`src/rtl/minutos.sv`:
```
// Minute counter: counts minute ticks modulo MOD_MIN, takes manual adjusts, and
// turns minute wraps plus manual hour requests into a queue of single-cycle hour pulses.
module minutos #(
    parameter int MOD_MIN = 60,
    parameter int PEND_W  = 2
) (
    input  logic       clk_i,
    input  logic       rst_i,
    input  logic       inc_min_i,
    input  logic       adj_min_i,
    input  logic       adj_hora_i,
    input  logic       clr_i,
    output logic [5:0] minutos_o,
    output logic       inc_hora_o,
    output logic       ovf_o
);

    localparam logic [5:0]      MIN_LAST = 6'(MOD_MIN - 1);
    localparam logic [PEND_W:0] PEND_MAX = (PEND_W+1)'((1 << PEND_W) - 1);

    logic [5:0]        min_q, min_d;
    logic [PEND_W-1:0] pend_q, pend_d;
    logic              inc_hora_q, inc_hora_d;
    logic              ovf_q, ovf_d;

    logic              wrap_ev;
    logic              step;
    logic [PEND_W:0]   new_ev;
    logic [PEND_W:0]   tot;
    logic [PEND_W:0]   rem;

    always_comb begin
        min_d      = min_q;
        pend_d     = pend_q;
        inc_hora_d = 1'b0;
        ovf_d      = ovf_q;
        wrap_ev    = 1'b0;
        step       = 1'b0;
        new_ev     = '0;
        tot        = '0;
        rem        = '0;

        if (clr_i) begin
            min_d  = '0;
            pend_d = '0;
            ovf_d  = 1'b0;
        end else begin
            // adj_min_i is dropped, not deferred, when a real tick arrives together
            step = inc_min_i | adj_min_i;
            if (step) begin
                if (min_q == MIN_LAST) begin
                    min_d   = '0;
                    wrap_ev = inc_min_i;
                end else begin
                    min_d = min_q + 6'd1;
                end
            end

            new_ev     = (PEND_W+1)'(wrap_ev) + (PEND_W+1)'(adj_hora_i);
            tot        = {1'b0, pend_q} + new_ev;
            inc_hora_d = (tot != '0);
            rem        = tot - (PEND_W+1)'(inc_hora_d);

            if (rem > PEND_MAX) begin
                pend_d = PEND_MAX[PEND_W-1:0];
                ovf_d  = 1'b1;
            end else begin
                pend_d = rem[PEND_W-1:0];
            end
        end
    end

    always_ff @(posedge clk_i or posedge rst_i) begin
        if (rst_i) begin
            min_q      <= '0;
            pend_q     <= '0;
            inc_hora_q <= 1'b0;
            ovf_q      <= 1'b0;
        end else begin
            min_q      <= min_d;
            pend_q     <= pend_d;
            inc_hora_q <= inc_hora_d;
            ovf_q      <= ovf_d;
        end
    end

    assign minutos_o  = min_q;
    assign inc_hora_o = inc_hora_q;
    assign ovf_o      = ovf_q;

endmodule
```
`config.mk`:
```
export PLATFORM = sky130hd
export DESIGN_NAME = minutos
export DESIGN_NICKNAME = d
export VERILOG_FILES = /design/src/rtl/minutos.sv
export SDC_FILE = /design/constraint.sdc
export NUM_CORES = 1
export LEC_CHECK = 0
export CORE_MARGIN = 3
export CORE_UTILIZATION = 36
export DETAILED_ROUTE_END_ITERATION = 6
export HOLD_SLACK_MARGIN = 0.08
export SLEW_MARGIN = 40
export SYNTH_ARGS = -nofsm -noshare
export SYNTH_HDL_FRONTEND = slang
export SYNTH_SLANG_ARGS = --single-unit
```
`constraint.sdc`:
```
create_clock -name clk_i -period 5.6 [get_ports clk_i]
set_input_delay 0.56 -clock clk_i [delete_from_list [all_inputs] [get_ports clk_i]]
set_output_delay 0.56 -clock clk_i [all_outputs]
set_load 0.05 [all_outputs]
```
==> impl_metrics.tcl <==
set metrics [dict create \
    status "finished, final reports clean" \
    wl_per_cell_microns 13.12 \
    fin_area_sq_um 747.0 \
    hpwl_microns 927.8 \
    tightest_slew_ps 494.4 \
    drv_slew 0 \
    p_leak_uw 0.0003201 \
    ff2ff_setup_slack_ps 2460 \
    num_vias 477 \
    synth_mux_area_share_pct 0 \
    synth-compound-area-share_pct 12.74 \
    cts_root_buf "clkbuf_4" \
    grt_max_degree 13 \
    firstDrtPassIters 2 \
    place_congestion 0.7593 \
    multi_input_area_sq_um 306.5 \
    clk_pin_slew_worst_paths_ps 60 \
    yosysSeqAreaShare_pct 43.20 \
    timing.critical_path.buf_inv 0 \
    die_w_microns 46.12 \
    clock.fmax_mhz 318.8 \
    cts_tree "built" \
    drt_iter0_drc 6 \
    synth_adder_area_share_pct 14.25 \
    drive_gt1_share_pct 6.579 \
    synth-xor-area-share_pct 1.512 \
    cp_slowest_stage_delay_ps 430 \
    crit-reg2reg-capture "ovf_o$_DFFE_PP0P_" \
    synth.avg_cell_area_sq_um 9.497 \
    routed_wl_microns 1194 \
    vdd_drop_max_v 0.0001668 \
    via_per_inst 5.242 \
    ys_ff_latch 10 \
    synth_area_leaders "dfrtp_1, ha_1, or3_1" \
    powerDensity_mw_per_mm2 341.4 \
    dieArea_sq_mm 0.002127 \
    p_total_uw 255.0 \
    dp.cells 88 \
    skew_ps 2.996 \
    synth_cell_types 23 \
    reg2reg_depth 12 \
    cts_setup_buffers 0 \
    synth_fp_nets 73 \
    syn_to_final_growth_pct 28.94 \
    setup_viol 0 \
    grt_pass1_wl_microns 2035 \
    final_common_cell "clkdlybuf4s50_1" \
    grtUsageTotal_pct 13.91 \
    crit_top_cell "ha_1" \
    fin_crit_sh_pct 56.00 \
    utilization_pct 53.40 \
    cts_resized 0 \
    first_global_vias 461 \
    layout.nets 90 \
    critPathLaunchType "register" \
    clk_latency_ps 260 \
    syn_area_sq_um 579.3 \
    seqCellArea_sq_um 250.2 \
    cts_buffers 3 \
    ctsHtreeMaxLevel 1 \
    die_h_microns 46.12 \
    endpoint_kind "register" \
    final.fill_count 131 \
    r2r_start "minutos_o[0]$_DFFE_PP0P_" \
    yosysTopAreaCell "dfrtp_1" \
    worstPathMaxFanout 5 \
    max_cap_viol_count 0 \
    antennaDiodeCount 0 \
    post-route-drc-count 0 \
    antenna_found_initial 0 \
    period_minus_slack_ps 3136 \
    critPathTopFamily "adder cells" \
    synth_top_area_share_pct 43.20 \
    slew_headroom_pct 66.94 \
    yosys.area_share.simple_pct 24.41 \
    rows 13 \
    dpl_cell_area_sq_um 724.4 \
    setup-tns-final_ps 0 \
    cp_slowest_cell "dfrtp_1" \
    arrival_ps 3260 \
    portBuffers 13 \
    critical_path_class "register to register" \
    worstPathCellList "ha_1 -> nand2b_1 -> nor2_1 -> and2_1 -> fa_1 -> ha_1 -> or3_1 -> ha_1 -> ha_1 -> xor2_1 -> nor4_1 -> nor3_1" \
    placeableCoreArea_sq_mm 0.001399 \
    io_pins 14 \
    synthCells 61 \
    required_ps 5730 \
    final-hold-violation-count 0 \
    cts.sinks 10 \
    cts_hold_buf 0 \
    antenna_left 0 \
    globalRouteOverflowTotal 0 \
    initial_core_util_pct 41.41 \
    min_path_type "primary input to async pin" \
    fin_cells 91 \
    final_cell_mix "clkdlybuf4s50_1, dfrtp_1" \
    yosys_warnings 0 \
    clk_path_buf_depth 2 \
    synth_top_family_by_area "simple AND/OR/NAND/NOR gates" \
    grt_setup_unrepaired "no" \
]
[worst max-delay path by stage]
stage	start	to	slack (ps)	cells after the start
after floorplan	minutos_o[0]$_DFFE_PP0P_	ovf_o$_DFFE_PP0P_	2460	11
after global placement	inc_min_i	ovf_o$_DFFE_PP0P_	2400	9
after detailed placement	inc_min_i	ovf_o$_DFFE_PP0P_	2350	10
after CTS	minutos_o[0]$_DFFE_PP0P_	ovf_o$_DFFE_PP0P_	2450	12
after global routing	minutos_o[0]$_DFFE_PP0P_	ovf_o$_DFFE_PP0P_	2300	12
final	minutos_o[0]$_DFFE_PP0P_	ovf_o$_DFFE_PP0P_	2460	12
[per-layer routing]
layer  vias up  wire, microns  global-route usage [%]
met5         -              0                       0
met4         0             13                   3.409
met3         2             84                   7.422
met2        13            501                   18.68
met1       217            594                   19.37
li1        245              -                       -
[per-stage QoR]
stage	hold slack [ps]	setup WS (ps)
floorplan	400.2	2458
global placement	563.3	2397
detailed placement	577.7	2350
CTS	592.5	2451
global route	618.8	2296
finish	585.3	2464
[synthesized netlist by cell type]
cell type / number
nand2_1: 4
nor2_1: 5
o21ai_0: 3
nand3b_1: 2
inv_1: 5
nor2b_1: 1
dfrtp_1: 10
a31oi_1: 3
o211ai_1: 3
ha_1: 5
nor4_1: 1
xor2_1: 1
or3_1: 5
and2_1: 1
nor3_1: 1
nand3_1: 3
a21oi_1: 2
fa_1: 1
o31ai_1: 1
nand3_2: 1
clkbuf_1: 1
or2_2: 1
nand2b_1: 1
[sequential cells by signal (all words and copies together), names as in the netlist]
signal	flops
inc_hora_o	1
minutos_o	6
ovf_o	1
pend_q	2
[power by group]
part           internal, uW  switching (uW)
Sequential             84.5            8.53
Combinational          47.5            67.0
Clock                  24.7            22.8
[logic make-up (layout without fill, tap and decap cells)]
family	after synthesis	in the layout
AND/OR/NAND/NOR	26	26
buffers and inverters	6	21
adder cells (fa/ha/maj)	6	6
flip-flops	10	10
AO/OA/AOI/OAI	12	12
XOR/XNOR	1	1
[area by class of cell]
cell class                 instances  area share [%]
sequential                        10           33.50
multi-input combinational         45           41.04
tap                               15           2.513
clock buffer                       3           3.015
timing repair buffer              13           17.42
inverter                           5           2.513
[worst reg2reg max path, delay by kind of cell, from the launching register on]
| kind | cells | cell delay, ps |
|---|---|---|
| AND/OR/NAND/NOR | 6 | 1050 |
| XOR/XNOR | 1 | 160 |
| adder cells (fa/ha/maj) | 5 | 1350 |
| flip-flops | 1 | 430 |
No activity file was read; power rests on OpenSTA's default activity.
